`config.mk`:
```
export PLATFORM = sky130hd
export DESIGN_NAME = uart_tx_cfg
export DESIGN_NICKNAME = d
export VERILOG_FILES = /design/src/rtl/uart_tx_cfg.sv
export SDC_FILE = /design/constraint.sdc
export NUM_CORES = 1
export LEC_CHECK = 0
export ABC_AREA = 1
export BUFFER_PORTS_ARGS = -buffer_cell sky130_fd_sc_hd__buf_2
export CORE_MARGIN = 1.5
export CORE_UTILIZATION = 40
export CTS_CLUSTER_DIAMETER = 80
export DETAILED_ROUTE_END_ITERATION = 7
export SYNTH_ARGS = -nofsm -noshare
export SYNTH_HDL_FRONTEND = slang
export SYNTH_SLANG_ARGS = --single-unit
export TNS_END_PERCENT = 30
```
`constraint.sdc`:
```
create_clock -name clk -period 4.5 [get_ports clk]
set_input_delay 0.9 -clock clk [delete_from_list [all_inputs] [get_ports clk]]
set_output_delay 0.9 -clock clk [all_outputs]
set_load 0.02 [all_outputs]
```
`src/rtl/uart_tx_cfg.sv`:
```
// Parametrised UART transmitter: start bit, DATA_BITS data bits LSB first,
// optional odd/even parity, 1 or 2 stop bits, integer clock divisor.
module uart_tx_cfg #(
    parameter int CLKS_PER_BIT = 868,
    parameter int DATA_BITS    = 8,
    parameter int PARITY       = 0,
    parameter int STOP_BITS    = 1
) (
    input  logic                 clk,
    input  logic                 rst,
    input  logic                 tx_valid,
    input  logic [DATA_BITS-1:0] tx_data,
    output logic                 tx_ready,
    output logic                 tx,
    output logic                 tx_busy,
    output logic                 tx_done
);

    localparam int               CNT_W     = (CLKS_PER_BIT > 1) ? $clog2(CLKS_PER_BIT) : 1;
    localparam logic [CNT_W-1:0] CNT_LOAD  = CNT_W'(CLKS_PER_BIT - 1);
    localparam logic [3:0]       LAST_DATA = 4'(DATA_BITS - 1);
    localparam logic [3:0]       LAST_STOP = 4'(STOP_BITS - 1);
    localparam logic             PAR_ODD   = (PARITY == 1);

    generate
        if (CLKS_PER_BIT < 2) begin : g_bad_clks
            $error("uart_tx_cfg: CLKS_PER_BIT must be >= 2");
        end
        if (DATA_BITS < 5 || DATA_BITS > 9) begin : g_bad_data
            $error("uart_tx_cfg: DATA_BITS must be 5..9");
        end
        if (PARITY < 0 || PARITY > 2) begin : g_bad_parity
            $error("uart_tx_cfg: PARITY must be 0, 1 or 2");
        end
        if (STOP_BITS != 1 && STOP_BITS != 2) begin : g_bad_stop
            $error("uart_tx_cfg: STOP_BITS must be 1 or 2");
        end
    endgenerate

    typedef enum logic [2:0] {IDLE, START, DATA, PAR, STOP} state_t;

    state_t               state;
    logic [CNT_W-1:0]     baud_cnt;
    logic [3:0]           bit_cnt;
    logic [DATA_BITS-1:0] shreg;
    logic                 par_bit;

    always_ff @(posedge clk) begin
        if (rst) begin
            state    <= IDLE;
            baud_cnt <= '0;
            bit_cnt  <= '0;
            shreg    <= '0;
            par_bit  <= 1'b0;
            tx       <= 1'b1;
            tx_ready <= 1'b1;
            tx_busy  <= 1'b0;
            tx_done  <= 1'b0;
        end else begin
            tx_done <= 1'b0;
            case (state)
                IDLE: begin
                    if (tx_valid) begin
                        state    <= START;
                        baud_cnt <= CNT_LOAD;
                        shreg    <= tx_data;
                        par_bit  <= (^tx_data) ^ PAR_ODD;
                        tx       <= 1'b0;
                        tx_ready <= 1'b0;
                        tx_busy  <= 1'b1;
                    end
                end
                START: begin
                    if (baud_cnt == '0) begin
                        state    <= DATA;
                        baud_cnt <= CNT_LOAD;
                        bit_cnt  <= '0;
                        tx       <= shreg[0];
                    end else begin
                        baud_cnt <= baud_cnt - 1'b1;
                    end
                end
                DATA: begin
                    // tx is registered, so the next bit is taken from shreg[1] as the shift happens
                    if (baud_cnt == '0) begin
                        baud_cnt <= CNT_LOAD;
                        if (bit_cnt == LAST_DATA) begin
                            bit_cnt <= '0;
                            if (PARITY != 0) begin
                                state <= PAR;
                                tx    <= par_bit;
                            end else begin
                                state <= STOP;
                                tx    <= 1'b1;
                            end
                        end else begin
                            bit_cnt <= bit_cnt + 1'b1;
                            shreg   <= shreg >> 1;
                            tx      <= shreg[1];
                        end
                    end else begin
                        baud_cnt <= baud_cnt - 1'b1;
                    end
                end
                PAR: begin
                    if (baud_cnt == '0) begin
                        state    <= STOP;
                        baud_cnt <= CNT_LOAD;
                        bit_cnt  <= '0;
                        tx       <= 1'b1;
                    end else begin
                        baud_cnt <= baud_cnt - 1'b1;
                    end
                end
                STOP: begin
                    if (baud_cnt == '0) begin
                        if (bit_cnt == LAST_STOP) begin
                            state    <= IDLE;
                            tx       <= 1'b1;
                            tx_ready <= 1'b1;
                            tx_busy  <= 1'b0;
                            tx_done  <= 1'b1;
                        end else begin
                            bit_cnt  <= bit_cnt + 1'b1;
                            baud_cnt <= CNT_LOAD;
                        end
                    end else begin
                        baud_cnt <= baud_cnt - 1'b1;
                    end
                end
                default: state <= IDLE;
            endcase
        end
    end

endmodule

```
==> results of run 1 <==
==> sequential cells by signal, indices dropped and copies added, names as in the netlist <==
register and flops:
baud_cnt 10, bit_cnt 4, shreg 8, state 3
tx 1, tx_busy 1, tx_done 1, tx_ready 1
==> cell families (layout without fill, tap and decap cells) <==
group	after synthesis	after routing
buffers and inverters	25	44
adder cells (fa/ha/maj)	3	3
AND/OR/NAND/NOR	140	140
AO/OA/AOI/OAI	42	42
flip-flops	29	29
XOR/XNOR	2	2
==> final cells by class <==
type	instances	area (sq um)	area share
repair buffers	14	70.1	0.0375
well taps	50	62.6	0.0334
flip-flops and latches	29	581	0.310
inverters	22	85.1	0.0455
clock inverters	1	30.0	0.0161
multi-input cells	187	956	0.511
clock buffers	7	86.3	0.0462
==> power by group <==
| group | internal [mW] | switching, mW | total (mW) |
|---|---|---|---|
| registers | 0.351 | 0.0752 | 0.427 |
| clock network | 0.180 | 0.103 | 0.284 |
| logic | 0.262 | 0.482 | 0.744 |
==> worst paths after layout <==
check                        start               endpoint  slack [ns]  cells past startpoint
max          state[2]$_SDFFE_PP0P_  shreg[7]$_SDFFE_PP0P_        2.73                     10
min                tx$_SDFFE_PP1P_        tx$_SDFFE_PP1P_        0.46                      2
max reg2reg  state[2]$_SDFFE_PP0P_  shreg[7]$_SDFFE_PP0P_        2.73                     10
min reg2reg        tx$_SDFFE_PP1P_        tx$_SDFFE_PP1P_        0.46                      2
==> routing by layer <==
layer | vias up | part of all wire
met5 | - | 0
met4 | 0 | 0.018
met3 | 7 | 0.026
met2 | 21 | 0.47
met1 | 658 | 0.49
li1 | 823 | -
==> through the flow <==
step / power, mW / utilization
2_1_floorplan: 1.03 / -
3_3_place_gp: 1.18 / 0.442
3_5_place_dp: 1.18 / 0.442
4_1_cts: 1.47 / 0.471
5_1_grt: 1.60 / 0.471
6_report: 1.45 / 0.471
==> layout by cell type (no fill, tap or decap), drive strengths merged <==
cell,count
nand2,73
nor2,38
dfxtp,29
o21ai,22
inv,22
a21oi,17
nand3,15
buf,14
clkbuf,7
nand4,4
or2,4
nor3,3
ha,3
xor2,2
nand3b,2
o211ai,1
and2,1
a21o,1
o21bai,1
bufinv,1
==> tightest hold or removal path, stage by stage (launching register included) <==
cell and delay, ns:
dfxtp_1 0.32, nand2_1 0.06, nand3_2 0.05
==> results.json, run 1 <==
{
  "status": "completed",
  "insertion_delay_ns": 0.28,
  "cts_buffers": 5,
  "p_leak_nw": 0.877,
  "synthMuxAreaShare": 0,
  "finalCritPeriodShare": 0.393,
  "cts_tree": "done",
  "hpwl_um": 2530,
  "critPathBufInv": 1,
  "dr.first_iter.drc_count": 75,
  "nets": 273,
  "relSlewSlack": 0.680,
  "antenna_found_initial": 0,
  "tightestPinTransition_ns": 0.479,
  "rsz0062_at_grt": "no",
  "num_rows": 23,
  "clock_skew_ns": 0.00368,
  "final-hold-violation-count": 0,
  "cp_common_cell": "nand2_2",
  "yosys.area_share.simple": 0.397,
  "drc": 0,
  "setup-tns-final_ns": 0,
  "placed_cell_area_sq_um": 1750,
  "place_ws_ns": 2.58,
  "grt_pass1_vias": 1351,
  "yosys.area.top_type": "dfxtp_1",
  "clockBufferDepth": 2,
  "grt_busiest_layer": "met2",
  "slowest_delay_ns": 0.36,
  "synthTopCellsByCount": "nand2_1, nor2_1, dfxtp_1",
  "fillerInstances": 433,
  "grt_start_max_net_pins": 17,
  "synth_top_area_share": 0.354,
  "finalCriticalPeriod_ns": 1.77,
  "cts_hold_buf": 0,
  "dp_cells": 302,
  "powerDensity_nw_per_um2": 778,
  "fmax_mhz": 565,
  "fin_area_sq_um": 1870,
  "gr-usage-met3": 0.0355,
  "start_kind": "flop",
  "num_vias": 1509,
  "final_max_slew_viol_count": 0,
  "max_cap_violations": 0,
  "routed_via_density": 4.87,
  "synth_most_common_cell": "nand2_1",
  "grt.met2_usage": 0.292,
  "syn_to_final_growth_pct": 14.0,
  "synth_compound_area_frac": 0.153,
  "netlist_instances": 241,
  "grtUsageTotal": 0.176,
  "synth_edf_count": 0,
  "whs_ns": 0.457,
  "synth_area_leaders": "dfxtp_1, nand2_1, nor2_1",
  "synth_area_sq_um": 1640,
  "antenna_left": 0,
  "fp.coreArea_sq_um": 3970,
  "crit_chain": "inv_2 -> nand2_2 -> nor2_4 -> nand2_2 -> nand2_2 -> nand2_2 -> a21oi_4 -> nand2_1 -> o21ai_1 -> nor2_1",
  "wl_per_cell_um": 11.1,
  "synth_fa_ha_area_frac": 0.0229,
  "synthXorXnorAreaFrac": 0.0107,
  "dr.pass1.iters": 4,
  "grt_overflow_total": 0,
  "finalSetupViolCount": 0,
  "stdcell_count": 310,
  "start_util": 0.413,
  "path_clk_slew_ns": 0.07,
  "yosysWarnings": 0,
  "path_class": "flop to flop",
  "synth_top_family_by_area": "simple AND/OR/NAND/NOR gates",
  "post_cts_buffers": 0,
  "critPathTopFamily": "simple AND/OR/NAND/NOR gates",
  "gp_congestion": 0.800,
  "grt_pass1_wl_um": 5870,
  "antenna_cells": 0,
  "use_met1": 0.210,
  "dieArea_sq_um": 4490,
  "drive_above_1_share": 0.200,
  "synth.distinct_cells": 32,
  "min_path_type": "flop to flop",
  "worstPathMaxFanout": 12,
  "wl_um": 3430,
  "critPathSlowestCell": "dfxtp_1",
  "htree_levels": 2,
  "die_y_um": 67.0,
  "peakVddDrop_v": 0.000275,
  "io_pins": 15,
  "portBuffers": 14,
  "ys_ff_latch": 29,
  "cts_resized": 0,
  "synth_flop_cell": "dfxtp_1",
  "clock_sinks": 29,
  "required_ns": 4.67,
  "yosysSeqAreaShare": 0.354,
  "critical_path_arrival_ns": 1.94,
  "avgSynthCellArea_sq_um": 6.81,
  "synthArstFlopShare": 0,
  "cts_root_buf": "clkbuf_8",
  "fin_ws_ns": 2.73,
  "synth_nets": 255,
  "die_x_um": 67.0,
  "endpoint_kind": "flop"
}
Power figures use the tool's default switching activity.
==> inputs of run 2 (changes only) <==
Clock period 4.5 ns to 1.5 ns, I/O delays scaled along.
==> run 2 against run 1 <==
Critical endpoint is now bit_cnt[0]$_SDFFE_PP0P_. Largest power group unchanged. Count of clock-buffer cells in the layout did not move. Maximum frequency grew 20%. Total power rose to 3.8 times the previous value. Largest cell class unchanged.
==> results.json, run 2 (synthesized netlist as in run 1, its figures left out) <==
{
  "powerDensity_nw_per_um2": 2430,
  "regToRegSetupSlack_ns": 0.02,
  "final_cell_mix": "nand2_1, nor2_1, buf_4",
  "gp_congestion": 0.786,
  "grtUsageTotal": 0.184,
  "rsz0062_at_grt": "yes",
  "reg2reg_to": "bit_cnt[0]$_SDFFE_PP0P_",
  "rr_worst_depth": 8,
  "reg.largest.list": "baud_cnt (10), shreg (8), bit_cnt (4)",
  "critical_path_arrival_ns": 1.64,
  "min_path_type": "input pin to flop",
  "critPathBufInv": 2,
  "final_max_slew_viol_count": 0,
  "dp_cells": 325,
  "antenna_left": 0,
  "peakVddDrop_v": 0.000930,
  "fin_area_sq_um": 2240,
  "die_x_um": 67.0,
  "relSlewSlack": 0.644,
  "num_vias": 1625,
  "whs_ns": 0.347,
  "placed_cell_area_sq_um": 1930,
  "clock_sinks": 29,
  "grt_overflow_total": 0,
  "largest_reg_flops": 10,
  "grt_pass1_wl_um": 6190,
  "portBuffers": 14,
  "cts_root_buf": "clkbuf_8",
  "reg2reg_from": "baud_cnt[1]$_SDFFE_PP0P_",
  "tightestPinTransition_ns": 0.533,
  "worstPathMaxFanout": 8,
  "finalCriticalPeriod_ns": 1.48,
  "finalSetupViolCount": 0,
  "cts_buffers": 5,
  "final_common_cell": "nand2_1",
  "combinationalPowerShare": 0.608,
  "io_pins": 15,
  "clockBufferDepth": 2,
  "htree_levels": 2,
  "slowest_delay_ns": 0.33,
  "p_leak_nw": 1.07,
  "status": "completed",
  "drc": 0,
  "hpwl_um": 2720,
  "grt_pass1_vias": 1403,
  "path_clk_slew_ns": 0.06,
  "start_kind": "flop",
  "syn_to_final_growth_pct": 36.8,
  "fmax_mhz": 678,
  "dr.first_iter.drc_count": 60,
  "num_rows": 23,
  "startpoint": "baud_cnt[1]$_SDFFE_PP0P_",
  "p_sw_mw": 2.37,
  "path_depth": 8,
  "p_clk_frac": 0.155,
  "max_cap_violations": 0,
  "critPathTopFamily": "compound AO/OA/AOI/OAI gates",
  "cts_hold_buf": 0,
  "final-hold-violation-count": 0,
  "critPathSlowestCell": "dfxtp_2",
  "wl_per_cell_um": 11.5,
  "crit_chain": "inv_2 -> ha_4 -> nand3_4 -> nor2_4 -> buf_6 -> o211ai_4 -> o21ai_2 -> a21oi_1",
  "die_y_um": 67.0,
  "largest_register": "baud_cnt",
  "drive_above_1_share": 0.366,
  "wl_um": 3900,
  "nets": 303,
  "routed_via_density": 4.78,
  "antenna_found_initial": 0,
  "insertion_delay_ns": 0.28,
  "dr.pass1.iters": 5,
  "dieArea_sq_um": 4490,
  "grt_start_max_net_pins": 17,
  "start_util": 0.413,
  "antenna_cells": 0,
  "cts_tree": "done",
  "swShare": 0.435,
  "finalCritPeriodShare": 0.983,
  "stdcell_count": 340,
  "clock_skew_ns": 0.00384,
  "path_class": "flop to flop",
  "fp.coreArea_sq_um": 3970,
  "internal_power_mw": 3.08,
  "required_ns": 1.67,
  "seqPwrFrac": 0.238,
  "critPathCapture": "bit_cnt[0]$_SDFFE_PP0P_",
  "endpoint_kind": "flop"
}
## run 2: metrics by stage
stage                util  TNS, ns  setup WS (ns)  power (mW)
finish              0.565        0         0.0249        5.46
global route        0.565   -0.303        -0.0580        5.94
CTS                 0.519        0        0.00371        4.92
detailed placement  0.485   -0.639         -0.106        3.98
global placement    0.485   -0.158        -0.0322        3.95
floorplan               -        0         0.0186        3.09
## run 2: how the worst min path moves through the flow
stage | startpoint | end | slack (ns) | cells after the start
2_1_floorplan | rst | tx_busy$_SDFFE_PP0P_ | 0.37 | 1
3_3_place_gp | tx$_SDFFE_PP1P_ | tx$_SDFFE_PP1P_ | 0.44 | 2
3_5_place_dp | tx$_SDFFE_PP1P_ | tx$_SDFFE_PP1P_ | 0.45 | 2
4_1_cts | tx_data[7] | shreg[7]$_SDFFE_PP0P_ | 0.34 | 5
5_1_grt | tx_data[1] | shreg[1]$_SDFFE_PP0P_ | 0.37 | 5
6_report | tx_data[2] | shreg[2]$_SDFFE_PP0P_ | 0.35 | 5
## run 2: tightest hold or removal path: stages
cell and delay, ns:
buf_2 0.07, nand2_1 0.04, nand2_1 0.05, o21ai_1 0.06, nor2_1 0.07
## run 2: area by class of cell
class	count	area [sq um]
fill	382	1730
inverter	22	87.6
tap	50	62.6
sequential	29	587
multi-input combinational	187	1070
clock inverter	1	30.0
timing repair buffer	44	323
clock buffer	7	86.3
## run 2: power groups by stage
stage	logic, mW	clock network [mW]	registers (mW)
2_1_floorplan	1.81	0	1.29
3_5_place_dp	2.71	0	1.27
4_1_cts	2.79	0.868	1.25
6_report	3.32	0.843	1.30
3_3_place_gp	2.68	0	1.27
5_1_grt	3.69	0.906	1.33
## run 2: per-layer routing
metal / global-route usage / part of all wire / routed length, um / vias up
li1: - / - / - / 870
met1: 0.233 / 0.48 / 1850 / 735
met3: 0.0557 / 0.028 / 109 / 2
met5: 0 / 0 / 0 / -
met4: 0.0612 / 0.0062 / 24 / 0
met2: 0.293 / 0.49 / 1910 / 18
## run 2: what timing repair did
action	4_1_cts	5_1_grt
pin swaps	2	14
setup endpoints to repair	9	28
endpoints found under the hold margin	0	0
buffers inserted	0	7
cloned	0	0
resized for setup	9	42
